[config.mk]
export PLATFORM = sky130hd
export DESIGN_NAME = timer_entry_loader_flat
export DESIGN_NICKNAME = d
export VERILOG_FILES = /design/src/rtl/timer_pkg.sv /design/src/rtl/timer_entry_loader_if.sv /design/src/rtl/bcd_entry_shift_reg.sv /design/src/rtl/timer_entry_loader.sv /design/src/flat_wrapper.sv
export SDC_FILE = /design/constraint.sdc
export NUM_CORES = 1
export LEC_CHECK = 0
export BUFFER_PORTS_ARGS = -buffer_cell sky130_fd_sc_hd__clkbuf_2
export CORE_MARGIN = 4
export CORE_UTILIZATION = 40
export DETAILED_ROUTE_END_ITERATION = 8
export GPL_TIMING_DRIVEN = 0
export PLACE_DENSITY = 0.74
export SLEW_MARGIN = 20
export SYNTH_ARGS = -nofsm -noshare
export SYNTH_HDL_FRONTEND = slang
export SYNTH_SLANG_ARGS = --single-unit
[constraint.sdc]
create_clock -name clk -period 4.4 [get_ports clk]
set_clock_uncertainty 0.2 [all_clocks]
set_input_delay 0 -clock clk [delete_from_list [all_inputs] [get_ports clk]]
set_output_delay 0 -clock clk [all_outputs]
set_load 0.05 [all_outputs]
[src/rtl/timer_pkg.sv]
// Shared types and constants for the MM:SS entry/countdown chain.
package timer_pkg;
  typedef enum logic [1:0] {IDLE, ENTRY, LOAD, RUN} state_t;

  localparam int BCD_UNITS_MAX = 9;
  localparam int BCD_TENS_MAX  = 5;
  localparam int KEY_DIGIT_MAX = 9;

  typedef logic [3:0] bcd_t;
endpackage

[src/rtl/timer_entry_loader_if.sv]
// Keypad strobes in, preset digits and counter controls out.
interface timer_entry_loader_if;
  import timer_pkg::*;

  logic       key_valid;
  bcd_t       key_code;
  logic       key_clear;
  logic       key_start;
  logic       timer_zero;
  bcd_t       min_tens;
  bcd_t       min_ones;
  bcd_t       sec_tens;
  bcd_t       sec_ones;
  logic       loadn;
  logic       count_en;
  logic [2:0] entry_cnt;
  logic       busy;

  modport master (
    output key_valid, key_code, key_clear, key_start, timer_zero,
    input  min_tens, min_ones, sec_tens, sec_ones, loadn, count_en, entry_cnt, busy
  );

  modport slave (
    input  key_valid, key_code, key_clear, key_start, timer_zero,
    output min_tens, min_ones, sec_tens, sec_ones, loadn, count_en, entry_cnt, busy
  );
endinterface

[src/rtl/bcd_entry_shift_reg.sv]
// Four BCD preset digits; new digits enter at sec_ones and push left.
module bcd_entry_shift_reg
  import timer_pkg::*;
#(
  parameter int SEC_TENS_MAX = BCD_TENS_MAX
) (
  input  logic clk,
  input  logic clrn,
  input  logic clr,
  input  logic shift,
  input  logic clamp,
  input  bcd_t din,
  output bcd_t min_tens,
  output bcd_t min_ones,
  output bcd_t sec_tens,
  output bcd_t sec_ones
);
  localparam bcd_t TENS_LIM  = bcd_t'(SEC_TENS_MAX);
  localparam bcd_t UNITS_LIM = bcd_t'(BCD_UNITS_MAX);

  always_ff @(posedge clk or negedge clrn) begin
    if (!clrn) begin
      min_tens <= '0;
      min_ones <= '0;
      sec_tens <= '0;
      sec_ones <= '0;
    end else if (clr) begin
      min_tens <= '0;
      min_ones <= '0;
      sec_tens <= '0;
      sec_ones <= '0;
    end else if (clamp) begin
      // Out-of-range seconds saturate to 59; minutes pass through untouched.
      if (sec_tens > TENS_LIM) begin
        sec_tens <= TENS_LIM;
        sec_ones <= UNITS_LIM;
      end
    end else if (shift) begin
      min_tens <= min_ones;
      min_ones <= sec_tens;
      sec_tens <= sec_ones;
      sec_ones <= din;
    end
  end
endmodule

[src/rtl/timer_entry_loader.sv]
// Keypad entry FSM: collects MM:SS digits, issues a one-cycle load, then enables countdown.
module timer_entry_loader
  import timer_pkg::*;
#(
  parameter int MAX_DIGITS   = 4,
  parameter int SEC_TENS_MAX = BCD_TENS_MAX
) (
  input logic                 clk,
  input logic                 clrn,
  timer_entry_loader_if.slave bus
);
  state_t     state, state_nx;
  logic [2:0] entry_cnt;
  logic       do_clr, do_shift, do_clamp;
  logic       key_is_digit, all_zero, room;
  logic       loadn, count_en, busy;
  bcd_t       min_tens, min_ones, sec_tens, sec_ones;

  assign key_is_digit = bus.key_code <= bcd_t'(KEY_DIGIT_MAX);
  assign all_zero     = ({min_tens, min_ones, sec_tens, sec_ones} == '0);
  assign room         = entry_cnt < 3'(MAX_DIGITS);

  always_ff @(posedge clk or negedge clrn) begin
    if (!clrn) state <= IDLE;
    else       state <= state_nx;
  end

  always_comb begin
    state_nx = state;
    do_clr   = 1'b0;
    do_shift = 1'b0;
    do_clamp = 1'b0;
    if (bus.key_clear) begin
      do_clr   = 1'b1;
      state_nx = IDLE;
    end else begin
      case (state)
        IDLE, ENTRY: begin
          // A Start strobe owns the cycle even when it is ignored.
          if (bus.key_start) begin
            if (state == ENTRY && !all_zero) begin
              do_clamp = 1'b1;
              state_nx = LOAD;
            end
          end else if (bus.key_valid && key_is_digit && room) begin
            do_shift = 1'b1;
            state_nx = ENTRY;
          end
        end
        LOAD: state_nx = RUN;
        RUN: begin
          if (bus.timer_zero) begin
            do_clr   = 1'b1;
            state_nx = IDLE;
          end
        end
        default: state_nx = IDLE;
      endcase
    end
  end

  always_ff @(posedge clk or negedge clrn) begin
    if (!clrn) begin
      entry_cnt <= '0;
      loadn     <= 1'b1;
      count_en  <= 1'b0;
      busy      <= 1'b0;
    end else begin
      if (do_clr)        entry_cnt <= '0;
      else if (do_shift) entry_cnt <= entry_cnt + 3'd1;
      // Controls follow the next state so they change on the same edge as it.
      loadn    <= (state_nx != LOAD);
      count_en <= (state_nx == RUN);
      busy     <= (state_nx == LOAD) || (state_nx == RUN);
    end
  end

  bcd_entry_shift_reg #(.SEC_TENS_MAX(SEC_TENS_MAX)) u_digits (
    .clk      (clk),
    .clrn     (clrn),
    .clr      (do_clr),
    .shift    (do_shift),
    .clamp    (do_clamp),
    .din      (bus.key_code),
    .min_tens (min_tens),
    .min_ones (min_ones),
    .sec_tens (sec_tens),
    .sec_ones (sec_ones)
  );

  assign bus.min_tens  = min_tens;
  assign bus.min_ones  = min_ones;
  assign bus.sec_tens  = sec_tens;
  assign bus.sec_ones  = sec_ones;
  assign bus.entry_cnt = entry_cnt;
  assign bus.loadn     = loadn;
  assign bus.count_en  = count_en;
  assign bus.busy      = busy;
endmodule

[src/flat_wrapper.sv]
// flat-port wrapper written by rule: the top's interface ports become plain ports
module timer_entry_loader_flat import timer_pkg::*;
#(
  parameter int MAX_DIGITS   = 4,
  parameter int SEC_TENS_MAX = BCD_TENS_MAX
)
  (clk, clrn, bus_key_valid, bus_key_code, bus_key_clear, bus_key_start, bus_timer_zero, bus_min_tens, bus_min_ones, bus_sec_tens, bus_sec_ones, bus_loadn, bus_count_en, bus_entry_cnt, bus_busy);
  timer_entry_loader_if bus_i ();
  input logic clk;
  input logic clrn;
  input wire logic [$bits(bus_i.key_valid)-1:0] bus_key_valid;
  input wire logic [$bits(bus_i.key_code)-1:0] bus_key_code;
  input wire logic [$bits(bus_i.key_clear)-1:0] bus_key_clear;
  input wire logic [$bits(bus_i.key_start)-1:0] bus_key_start;
  input wire logic [$bits(bus_i.timer_zero)-1:0] bus_timer_zero;
  output wire logic [$bits(bus_i.min_tens)-1:0] bus_min_tens;
  output wire logic [$bits(bus_i.min_ones)-1:0] bus_min_ones;
  output wire logic [$bits(bus_i.sec_tens)-1:0] bus_sec_tens;
  output wire logic [$bits(bus_i.sec_ones)-1:0] bus_sec_ones;
  output wire logic [$bits(bus_i.loadn)-1:0] bus_loadn;
  output wire logic [$bits(bus_i.count_en)-1:0] bus_count_en;
  output wire logic [$bits(bus_i.entry_cnt)-1:0] bus_entry_cnt;
  output wire logic [$bits(bus_i.busy)-1:0] bus_busy;
  assign bus_i.key_valid = bus_key_valid;
  assign bus_i.key_code = bus_key_code;
  assign bus_i.key_clear = bus_key_clear;
  assign bus_i.key_start = bus_key_start;
  assign bus_i.timer_zero = bus_timer_zero;
  assign bus_min_tens = bus_i.min_tens;
  assign bus_min_ones = bus_i.min_ones;
  assign bus_sec_tens = bus_i.sec_tens;
  assign bus_sec_ones = bus_i.sec_ones;
  assign bus_loadn = bus_i.loadn;
  assign bus_count_en = bus_i.count_en;
  assign bus_entry_cnt = bus_i.entry_cnt;
  assign bus_busy = bus_i.busy;
  timer_entry_loader #(.MAX_DIGITS(MAX_DIGITS), .SEC_TENS_MAX(SEC_TENS_MAX)) u_core (.clk(clk), .clrn(clrn), .bus(bus_i));
endmodule
**Yosys cells after proc, flatten, opt, wreduce, memory -nomap -nowiden**

Cells that the tools add are included.

- Register bits: 24
- Bits in latches: 0
- Bits in writable memories: 0
- Memory bits (read-only): 0
- Input bits: 10
- Output and inout bits: 22
- Word-level logic and storage cells: 66
- Memories kept: 0

- $add $sub $neg: 1
- Multipliers: 0
- Div/mod/pow operators: 0
- Magnitude comparators: 3
- Equality and inequality tests: 8
- Shift-type cells: 0
- Multiplexer cells: 33
- Bitwise logic cells: 0
- Reductions and logical operators: 12

Operators by type and width:

| kind | count |
|---|---|
| $mux 4 | 14 |
| $logic_not 16->1 | 1 |
| $mux 1 | 11 |
| $mux 2 | 5 |
| $eq 2x2->1 const B | 4 |
| $mux 3 | 2 |
| $pmux 2 s3 | 1 |
| $gt 4x3->1 const B | 1 |
| $le 4x4->1 const B | 1 |
| $reduce_and 2->1 | 2 |
| $add 3x1->3 const B | 1 |
| $logic_and 1x1->1 | 3 |
| $lt 3x3->1 const B | 1 |
| $ne 3x2->1 const B | 1 |
| $reduce_bool 3->1 | 1 |
| $eq 2x1->1 const B | 1 |
| $logic_not 2->1 | 1 |
| $ne 2x1->1 const B | 1 |
| $ne 2x2->1 const B | 1 |
| $reduce_bool 2->1 | 1 |
| $reduce_or 2->1 | 1 |
| $logic_not 1->1 | 1 |
| $logic_or 1x1->1 | 1 |

**Longest topological paths before layout**

Gate-level depths: netlist (run 1).

- Depth in word-level cells: 10
- Mapped depth: 7

**Cells and area by module**

Synthesis (run 1) repeated with hierarchy kept, for this count alone.

- Cell total of the unflattened synthesis: 114
- Area, all modules: 1,163.6 µm²

Modules (own cells, without submodules):

| module | times used | cells each | area each (µm²) |
|---|---|---|---|
| bcd_entry_shift_reg | 1 | 76 | 787.0 |
| timer_entry_loader | 1 | 38 | 376.6 |

**Worst setup path after synthesis (run 1)**

Ideal clock, no wire load.

- Path kind: flip-flop to flip-flop
- Start point: register u_core.u_digits.sec_tens[1]
- End point: register u_core.u_digits.sec_tens[2]
- Library setup time: 0.126 ns
- Data arrival time: 1.687 ns
- Required time: 4.074 ns
- Setup slack: 2.387 ns
- Cell stages (with the launch flop): 6
- Path buffers: 1
- Cells stage by stage: dfrtp_1 -> buf_4 -> nor4_4 -> and4_4 -> nor2_2 -> o311a_1

- Word-level cells in the longest chain between the ends: 9
- Elaborated cells between the ends (all ways): 13
- Those cells by class: 1 x order compare; 1 x eq/ne; 6 x mux; 5 x reduce/logical

RTL lines:

| item | RTL line | RTL |
|---|---|---|
| start, declared | bcd_entry_shift_reg.sv:15 | `output bcd_t sec_tens,` |
| start signal, assigned | bcd_entry_shift_reg.sv:41 | `sec_tens <= sec_ones;` |
| $logic_not 16->1 | timer_entry_loader.sv:20 | `assign all_zero = ({min_tens, min_ones, sec_tens, sec_ones} == '0);` |
| $logic_not 1->1 | timer_entry_loader.sv:41 | `if (state == ENTRY && !all_zero) begin` |
| $logic_and 1x1->1 | timer_entry_loader.sv:41 |  |
| $mux 1 | timer_entry_loader.sv:41 |  |
| $mux 1 | timer_entry_loader.sv:40 | `if (bus.key_start) begin` |
| $mux 1 | timer_entry_loader.sv:37 | `case (state)` |
| $mux 1 | timer_entry_loader.sv:33 | `if (bus.key_clear) begin` |
| $ne 3x2->1 (no line) (tied with other cells) | n/a |  |
| $reduce_and 2->1 (no line) / $mux 4 (equally long branches) | n/a |  |

Parallel ways exist; a longest one is shown, timed or not.
A chain may end at the register's enable or synchronous reset.

**Final worst setup path (run 1)**

- Start point: register u_core.entry_cnt[2], in the netlist u_core.bus.entry_cnt[2]
- End point: register u_core.u_digits.sec_ones[1]

- Word-level cells in the longest chain between the ends: 8

RTL lines:

| item | RTL line | RTL |
|---|---|---|
| start, declared | timer_entry_loader.sv:13 | `logic [2:0] entry_cnt;` |
| start signal, assigned | timer_entry_loader.sv:70 | `else if (do_shift) entry_cnt <= entry_cnt + 3'd1;` |
| $lt 3x3->1 | timer_entry_loader.sv:21 | `assign room = entry_cnt < 3'(MAX_DIGITS);` |
| $logic_and 1x1->1 | timer_entry_loader.sv:45 | `end else if (bus.key_valid && key_is_digit && room) begin` |
| $mux 1 | timer_entry_loader.sv:45 |  |
| $mux 1 | timer_entry_loader.sv:40 |  |
| $mux 1 | timer_entry_loader.sv:37 |  |
| $mux 1 | timer_entry_loader.sv:33 |  |
| $reduce_bool 3->1 (no line) | n/a |  |
| $reduce_and 2->1 (no line) | n/a |  |
| end signal, assigned | bcd_entry_shift_reg.sv:42 | `sec_ones <= din;` |
| end, declared | bcd_entry_shift_reg.sv:16 | `output bcd_t sec_ones` |

Every way passes these cells.

==> impl_metrics.yaml, run 1 <==
final_layout:
  syn_to_final_growth_pct: 29.0
  layout.cells.non_filler: 204
  n_antenna_cell: 0
  design_area_sq_mm: 0.00156
  final_nets: 185
  drive_gt1_frac: 0.289
  nFillCells: 265
pwr:
  p_switching_mw: 0.137
  seqPwrFrac: 0.523
  ir_drop_v: 0.000163
  power_density_mw_per_mm2: 290
  pwr-share-comb: 0.218
  p_int_mw: 0.314
  fin_total_pwr_mw: 0.451
  power.leakage_nw: 0.776
  pwr-share-clk: 0.259
  netSwitchingFraction: 0.304
synth:
  synth.ff_latch_count: 24
  async_flop_share: 1.00
  synth_top_cell_by_area: "dfrtp_1"
  synth.area.mux_share: 0.00830
  synthSimpleGateAreaFrac: 0.251
  yosys_most_used_dff: "dfrtp_1"
  synth_top_family_by_area: "simple AND/OR/NAND/NOR gates"
  synth.avg_cell_area_sq_um: 9.57
  syn_nets: 137
  yosys_warnings: 0
  synthAdderAreaFrac: 0.0104
  ys_types: 30
  synth_common_cells: "24 x nand2_1, 23 x dfrtp_1, 13 x o21ai_0"
  synth_compound_area_frac: 0.177
  synthTopCellsByArea: "dfrtp_1 48%, nand2_1 7.5%, o21ai_0 5.4%"
  netlist_instances: 126
  ys_seq_area_frac: 0.499
  synthXorXnorAreaFrac: 0
  synth-edff-count: 0
  netlist_area_sq_mm: 0.00121
  synth_most_common_cell: "nand2_1"
  yosysTopAreaCellShare: 0.477
cts:
  cts_tree: "done"
  clk_pin_slew_ps: 130
  clkLatencyLatePin_ps: 320
  cts_buffer_depth: 2
  cts_setup_buffers: 0
  clkSinkCount: 24
  cts_hold_buffers: 12
  cts_resized: 0
  root_buffer: "clkbuf_4"
  h-tree-depth: 1
  cts_made_buffers: 3
placement:
  post-dp-hpwl_microns: 2170
  placed_area_sq_mm: 0.00140
  place_ws_ps: 2510
  portBuffers: 31
  gp_congestion: 0.803
  dp.cells: 188
global_route:
  grt_antenna_before_repair: 0
  busiest_layer: "met2"
  use_met2: 0.266
  use_met3: 0.0288
  first_global_vias: 1121
  gr-usage-met1: 0.212
  grt_max_degree: 25
  grt_usage: 0.162
  grt_overflow: 0
  grt_pass1_wl_microns: 5180
sta:
  setup_slack_ps: 2040
  relSlewSlack: 0.623
  fin_crit_sh: 0.536
  setup_viol: 0
  fin_crit_ps: 2360
  fin_setup_tns_ps: 0
  rsz0062_at_grt: "no"
  hold_ws_ps: -13.7
  max_slew.worst_pin.slew_ps: 565
  hold_viol: 23
  drv_slew: 0
  max_freq_mhz: 424
worst_setup_path:
  critPathLaunchType: "flop"
  crit_path_max_fanout: 10
  slowest_stage: "dlygate4sd3_1"
  path_buf_inv: 3
  slowest_delay_ps: 550
  cp.required_ps: 4470
  crit_chain: "nor3b_1 > and3_1 > clkbuf_1 > buf_2 > nand2_1 > nand3_1 > dlygate4sd3_1"
  cp-end-kind: "flop"
  critPathArrivalTime_ps: 2430
  crit_family: "buffers and inverters"
  path_class: "reg2reg"
die:
  coreArea_sq_mm: 0.00283
  die_y_microns: 62.9
  initial_core_util: 0.426
  dieWidth_microns: 62.9
  rows: 19
  design.die.area_sq_mm: 0.00396
  io_pins: 32
route:
  drt-total-wl_microns: 2930
  vias: 1125
  drt_iter0_drc: 49
  drc_errors: 0
  via_per_inst: 5.51
  drtAntennaViolNets: 0
  wire_per_inst_microns: 14.3
  firstDrtPassIters: 4
hold_path:
  hp-class: "in2async"
flow_run:
  maxCapViolations: 0
status:
  status: "finished, violations left"
  violations: "hold timing"
[logic make-up (layout without fill, tap and decap cells)]
group / count (synthesis) / after routing
simple gates: 54 / 54
compound gates: 33 / 33
flops: 24 / 24
buf+inv: 13 / 60
fa+ha+maj: 1 / 1
mux: 1 / 1
[layer usage]
metal | wire length, microns | up-vias | share of wire
li1 | - | 544 | -
met1 | 1300 | 540 | 0.44
met2 | 1410 | 37 | 0.48
met3 | 181 | 4 | 0.062
met4 | 34 | 0 | 0.012
met5 | 0 | - | 0
[power by group through the flow]
stage / Combinational (mW) / Sequential [mW] / Clock [mW]
floorplan: 0.0436 / 0.260 / 0
global placement: 0.0885 / 0.240 / 0
CTS: 0.0989 / 0.236 / 0.118
global route: 0.107 / 0.238 / 0.129
detailed placement: 0.0903 / 0.240 / 0
finish: 0.0983 / 0.236 / 0.117
[registers in the layout, indices dropped and copies added (netlist names)]
signal	count
u_core.bus.count_en	1
u_core.bus.busy	1
u_core.u_digits.min_ones	4
u_core.bus.entry_cnt	3
u_core.u_digits.sec_tens	4
u_core.state	2
u_core.u_digits.min_tens	4
u_core.bus.loadn	1
u_core.u_digits.sec_ones	4
[cells in the final DEF (no fill, tap or decap), types with 7 or more instances in the layout]
cell	instances
o21ai_0	13
clkbuf_2	31
a21oi_1	7
nand2_1	24
dfrtp_1	23
nand3_1	10
dlygate4sd3_1	12
[worst paths after layout]
path | endpoint | from | depth (start not counted) | slack, ps
setup / recovery | u_core.u_digits.sec_ones[1] | u_core.bus.entry_cnt[2] | 7 | 2040
hold / removal | u_core.u_digits.sec_tens[3] | clrn | 2 | -10
setup reg to reg | u_core.u_digits.sec_ones[1] | u_core.bus.entry_cnt[2] | 7 | 2040
hold reg to reg | u_core.bus.entry_cnt[0] | u_core.bus.entry_cnt[0] | 1 | 330
max in group asynchronous | u_core.bus.loadn | clrn | 2 | 3640
min in group clk | u_core.state[0] | bus_key_valid | 5 | 90
[area by class of cell]
cell class                 count  area, sq um  area share
multi-input combinational     89          539       0.346
tap                           31         38.8      0.0249
inverter                       4         15.0     0.00965
buffer                         9         50.0      0.0322
clock buffer                   4         36.3      0.0233
timing repair buffer          43          275       0.177
sequential                    24          602       0.387
[metrics by stage]
stage	utilization	hold WS, ps
final	0.550	-13.7
after global routing	0.550	47.8
after CTS	0.550	20.0
after detailed placement	0.495	-170
after global placement	0.495	-176
after floorplan	-	-496
Note: power is estimated with default switching activity, not from simulation.
==> run 2: changes to the inputs <==
Settings changed: ABC_AREA set to 1, PLACE_DENSITY 0.74 to 0.75.
Clock period 4.4 ns to 2.2 ns, I/O delays scaled along.
==> run 2 against run 1 <==
Compared with the run above:
- the flow still finishes with violations (hold timing)
- critical path depth decreased by 1
- total power increased by 130%
- non-clock buffer count decreased by 7
- clock power increased by 70%
- register-to-register slack got worse by 1800 ps
- first-iteration DRC count increased by 12%
- sequential power increased by 120%
- critical path type unchanged
- critical endpoint is now u_core.u_digits.sec_tens[2]
- highest routed layer unchanged
==> impl_metrics.yaml, run 2 <==
cts:
  cts_buffer_depth: 2
  cts_resized: 0
  h-tree-depth: 1
  cts_made_buffers: 3
  cts_setup_buffers: 0
  cts_tree: "done"
  clkSinkCount: 24
  clk_pin_slew_ps: 130
  root_buffer: "clkbuf_4"
  cts_hold_buffers: 12
  clkLatencyLatePin_ps: 320
worst_setup_path:
  crit_path_max_fanout: 5
  r2r-end: "u_core.u_digits.sec_tens[2]"
  crit_path_start: "u_core.state[1]"
  critPathLaunchType: "flop"
  path_class: "reg2reg"
  r2r_slack_ps: 200
  critPathArrivalTime_ps: 2060
  cp-end-kind: "flop"
  worstReg2RegStart: "u_core.state[1]"
  cp.required_ps: 2260
  reg2reg_depth: 6
synth:
  synth_top_cell_by_area: "dfrtp_1"
  ys_seq_area_frac: 0.534
  netlist_instances: 128
  syn_nets: 139
  yosys_most_used_dff: "dfrtp_1"
  synth_common_cells: "40 x nand2_1, 23 x dfrtp_1, 13 x nor2_1"
  netlist_area_sq_mm: 0.00113
  synth_most_common_cell: "nand2_1"
  yosys_warnings: 0
  synth.ff_latch_count: 24
  synthTopCellsByArea: "dfrtp_1 51%, nand2_1 13%, nand3_1 4.4%"
  async_flop_share: 1.00
  synth-edff-count: 0
  yosysTopAreaCellShare: 0.511
  ys_types: 22
  synth.avg_cell_area_sq_um: 8.80
sta:
  hold_viol: 5
  max_slew.worst_pin.slew_ps: 596
  setup_viol: 0
  fin_crit_sh: 0.908
  hold_ws_ps: -3.63
  relSlewSlack: 0.602
  max_freq_mhz: 501
  rsz0062_at_grt: "no"
  fin_crit_ps: 2000
  drv_slew: 0
  fin_setup_tns_ps: 0
pwr:
  power_density_mw_per_mm2: 696
  ir_drop_v: 0.000501
  power.leakage_nw: 0.795
route:
  drt_iter0_drc: 55
  firstDrtPassIters: 4
  drtAntennaViolNets: 0
  wire_per_inst_microns: 12.5
  vias: 1035
  via_per_inst: 5.05
  drt-total-wl_microns: 2570
  drc_errors: 0
flow_run:
  maxCapViolations: 0
die:
  io_pins: 32
  design.die.area_sq_mm: 0.00373
  dieWidth_microns: 61.1
  die_y_microns: 61.1
  initial_core_util: 0.435
  rows: 18
  coreArea_sq_mm: 0.00259
global_route:
  grt_antenna_before_repair: 0
  grt_max_degree: 25
  grt_pass1_wl_microns: 4220
  first_global_vias: 975
  grt_usage: 0.152
  grt_overflow: 0
placement:
  gp_congestion: 0.806
  portBuffers: 31
  dp.cells: 189
  post-dp-hpwl_microns: 1860
final_layout:
  n_antenna_cell: 0
  syn_to_final_growth_pct: 30.1
  drive_gt1_frac: 0.269
  layout.cells.non_filler: 205
  final_nets: 187
  nFillCells: 247
  final_common_cell: "nand2_1"
  final_cell_mix: "40 x nand2_1, 31 x clkbuf_2, 23 x dfrtp_1, 13 x nor2_1, 12 x dlygate4sd3_1"
status:
  status: "finished, violations left"
  violations: "hold timing"
hold_path:
  hp-class: "in2async"
-- run 2: worst max-delay path by stage --
stage	end	slack (ps)	cells past startpoint
after floorplan	u_core.u_digits.sec_tens[2]	480	8
after global placement	u_core.u_digits.sec_ones[2]	590	8
after detailed placement	u_core.u_digits.sec_ones[2]	560	8
after CTS	u_core.u_digits.sec_tens[2]	210	6
after global routing	u_core.u_digits.sec_tens[2]	140	6
final	u_core.u_digits.sec_tens[2]	200	6
-- run 2: power by group --
part           internal (mW)  total [mW]  switching, mW
Combinational         0.0861       0.307          0.220
Sequential             0.476       0.514         0.0382
Clock                 0.0709       0.199          0.128
-- run 2: final cells by class --
| cell class | count | area, sq um | share of cell area |
|---|---|---|---|
| tap | 30 | 37.5 | 0.0256 |
| clock buffer | 4 | 26.3 | 0.0179 |
| sequential | 24 | 602 | 0.411 |
| multi-input combinational | 92 | 472 | 0.322 |
| inverter | 10 | 40.0 | 0.0273 |
| timing repair buffer | 43 | 275 | 0.188 |
| buffer | 2 | 12.5 | 0.00854 |
-- run 2: logic make-up (layout without fill, tap and decap cells) --
logic type	Yosys count	after routing	synth area share
and+or+nand+nor	75	75	0.319
DFF	24	24	0.534
AOI/OAI and AO/OA	16	16	0.0889
buffers and inverters	12	59	0.0467
adders and majority gates	1	1	0.0111
-- run 2: routing by layer --
layer | GRT usage | part of all wire
met5 | 0 | 0
met3 | 0.0189 | 0.058
met1 | 0.205 | 0.45
met2 | 0.245 | 0.47
met4 | 0.0712 | 0.021
-- run 2: critical path, cell delays in order, from the launching register on --
cell and delay [ps]:
dfrtp_1 480, a31oi_4 280, dlygate4sd3_1 690, nand2_1 70, nand2_1 70, nand3_1 80
nand2_1 70
-- run 2: per-stage QoR --
stage	hold WS, ps	total power [mW]	cell area [sq um]	setup WS (ps)	utilization
4_1_cts	13.7	1.03	1470	206	0.566
5_1_grt	49.4	1.08	1470	138	0.566
6_report	-3.63	1.02	1470	202	0.566
2_1_floorplan	-496	0.732	1130	483	-
3_5_place_dp	-166	0.814	1320	564	0.509
3_3_place_gp	-182	0.807	1320	591	0.509
==> run 3: changes to the inputs <==
Settings changed: PLACE_DENSITY 0.75 to 0.77, REMOVE_ABC_BUFFERS set to 1, TNS_END_PERCENT set to 5.
Clock period 2.2 ns to 1.6 ns, I/O delays scaled along.
==> run 3 against run 2 <==
Compared with the run above:
- fmax grew 23%
- non-clock buffer count grew 5
- sequential share of layout area shrank 2.6 points
- the run ends with hold timing, setup timing left
- total power grew 45%
- final cell count grew 2.4%
- largest power group unchanged
- via count grew 5.3%
==> impl_metrics.yaml, run 3 (synthesized netlist as in run 2, its figures left out) <==
status:
  status: "finished, violations left"
  violations: "hold timing, setup timing"
final_layout:
  syn_to_final_growth_pct: 39.3
  final_nets: 192
  nFillCells: 230
  n_antenna_cell: 0
  final_common_cell: "nand2_1"
  design_area_sq_mm: 0.00157
  drive_gt1_frac: 0.367
  final_cell_mix: "34 x nand2_1, 31 x clkbuf_2, 21 x dfrtp_1, 11 x nor2_1, 10 x nand3_1"
route:
  drt_iter0_drc: 40
  firstDrtPassIters: 4
  met1_length_microns: 1270
  vias: 1090
  drt-total-wl_microns: 2910
  drc_errors: 0
  top_layer: "met4"
  wire_per_inst_microns: 13.9
  wl_met2_microns: 1450
  wl_met3_microns: 120
  via_per_inst: 5.19
  drtAntennaViolNets: 0
pwr:
  power.leakage_nw: 0.834
  netSwitchingFraction: 0.392
  power_density_mw_per_mm2: 943
  p_switching_mw: 0.579
  ir_drop_v: 0.000520
  p_int_mw: 0.900
  pwr-share-comb: 0.331
  seqPwrFrac: 0.479
  pwr-share-clk: 0.190
worst_setup_path:
  critPathLaunchType: "flop"
  slowest_stage: "dfrtp_2"
  crit_family: "simple AND/OR/NAND/NOR gates"
  path_class: "reg2reg"
  critPathMostFrequentCell: "nand2_1"
  slowest_delay_ps: 470
  critPathArrivalTime_ps: 1690
  cp.required_ps: 1670
  path_buf_inv: 0
  crit_path_max_fanout: 7
  cp-end-kind: "flop"
  crit_chain: "nor2_1 > nand2_1 > nor2_2 > nand2_2 > nand3_4 > nand2_8 > nand2_8 > nand2_1 > nand2_1"
sta:
  fin_setup_tns_ps: -34.9
  setup_slack_ps: -23.1
  drv_slew: 0
  fin_crit_sh: 1.01
  max_slew.worst_pin.slew_ps: 591
  hold_viol: 2
  max_freq_mhz: 616
  setup_viol: 5
  fin_crit_ps: 1620
  hold_ws_ps: -0.385
  rsz0062_at_grt: "yes"
  relSlewSlack: 0.606
global_route:
  grt_antenna_before_repair: 0
  grt_max_degree: 25
  grt_overflow: 0
  grt_usage: 0.163
  grt_pass1_wl_microns: 4450
  first_global_vias: 1037
cts:
  clkSinkCount: 24
  cts_made_buffers: 3
  h-tree-depth: 1
  clk_pin_slew_ps: 130
  cts_tree: "done"
  cts_buffer_depth: 2
  root_buffer: "clkbuf_4"
  clkLatencyLatePin_ps: 320
flow_run:
  maxCapViolations: 0
placement:
  post-dp-hpwl_microns: 1880
  portBuffers: 31
  placed_area_sq_mm: 0.00131
  gp_congestion: 0.792
hold_path:
  hp-class: "in2async"
die:
  die_y_microns: 61.1
  initial_core_util: 0.435
  design.die.area_sq_mm: 0.00373
  io_pins: 32
  dieWidth_microns: 61.1
  coreArea_sq_mm: 0.00259
  rows: 18
[run 3: cell types whose count changed in the layout (fill, tap and decap cells not counted), sizes merged]
cell,change
dlygate4sd3,-4
buf,+9
[run 3: final timing paths]
kind                                        startpoint                          end  slack [ps]  cells after the start
setup / recovery           u_core.u_digits.sec_tens[2]  u_core.u_digits.sec_tens[1]         -20                      9
hold / removal                                    clrn  u_core.u_digits.min_tens[2]        -0.4                      2
setup reg to reg           u_core.u_digits.sec_tens[2]  u_core.u_digits.sec_tens[1]         -20                      9
hold reg to reg                u_core.bus.entry_cnt[1]      u_core.bus.entry_cnt[1]         330                      2
max in group asynchronous                         clrn  u_core.u_digits.sec_tens[1]         780                      2
min in group clk                         bus_key_valid              u_core.state[0]          10                      5
[run 3: timing repair]
| action | 4_1_cts | 5_1_grt |
|---|---|---|
| endpoints found under the hold margin | 40 | 0 |
| buffers inserted | 3 | 8 |
| setup endpoints to repair | 21 | 14 |
| hold buffers | 8 | 0 |
| resized for setup | 3 | 16 |
| pin swaps | 3 | 6 |
[run 3: routing by layer]
metal  vias up  GRT usage
li1        525          -
met1       531      0.199
met2        28      0.272
met3         6     0.0335
met4         0     0.0836
met5         -          0
[run 3: cell type report]
| cell class | count | area (sq um) | share of cell area |
|---|---|---|---|
| flip-flops and latches | 24 | 604 | 0.385 |
| multi-input cells | 92 | 531 | 0.338 |
| repair buffers | 50 | 325 | 0.207 |
| inverters | 10 | 45.0 | 0.0287 |
| well taps | 30 | 37.5 | 0.0239 |
| clock buffers | 4 | 26.3 | 0.0167 |
[run 3: through the flow]
step / cells / utilization / setup WS, ps / hold slack (ps) / power, mW
final: 210 / 0.606 / -23.1 / -0.385 / 1.48
after global placement: 187 / 0.504 / -246 / -176 / 1.11
after global routing: 210 / 0.606 / -109 / 35.9 / 1.55
after floorplan: 126 / - / -181 / -496 / 1.00
after detailed placement: 187 / 0.504 / -320 / -166 / 1.12
after CTS: 202 / 0.559 / -0.936 / 14.8 / 1.42
[run 3: power groups by stage]
| stage | registers [mW] | logic [mW] | clock network [mW] |
|---|---|---|---|
| detailed placement | 0.718 | 0.400 | 0 |
| global route | 0.714 | 0.528 | 0.304 |
| floorplan | 0.862 | 0.140 | 0 |
| finish | 0.708 | 0.490 | 0.281 |
| CTS | 0.707 | 0.432 | 0.283 |
| global placement | 0.715 | 0.390 | 0 |
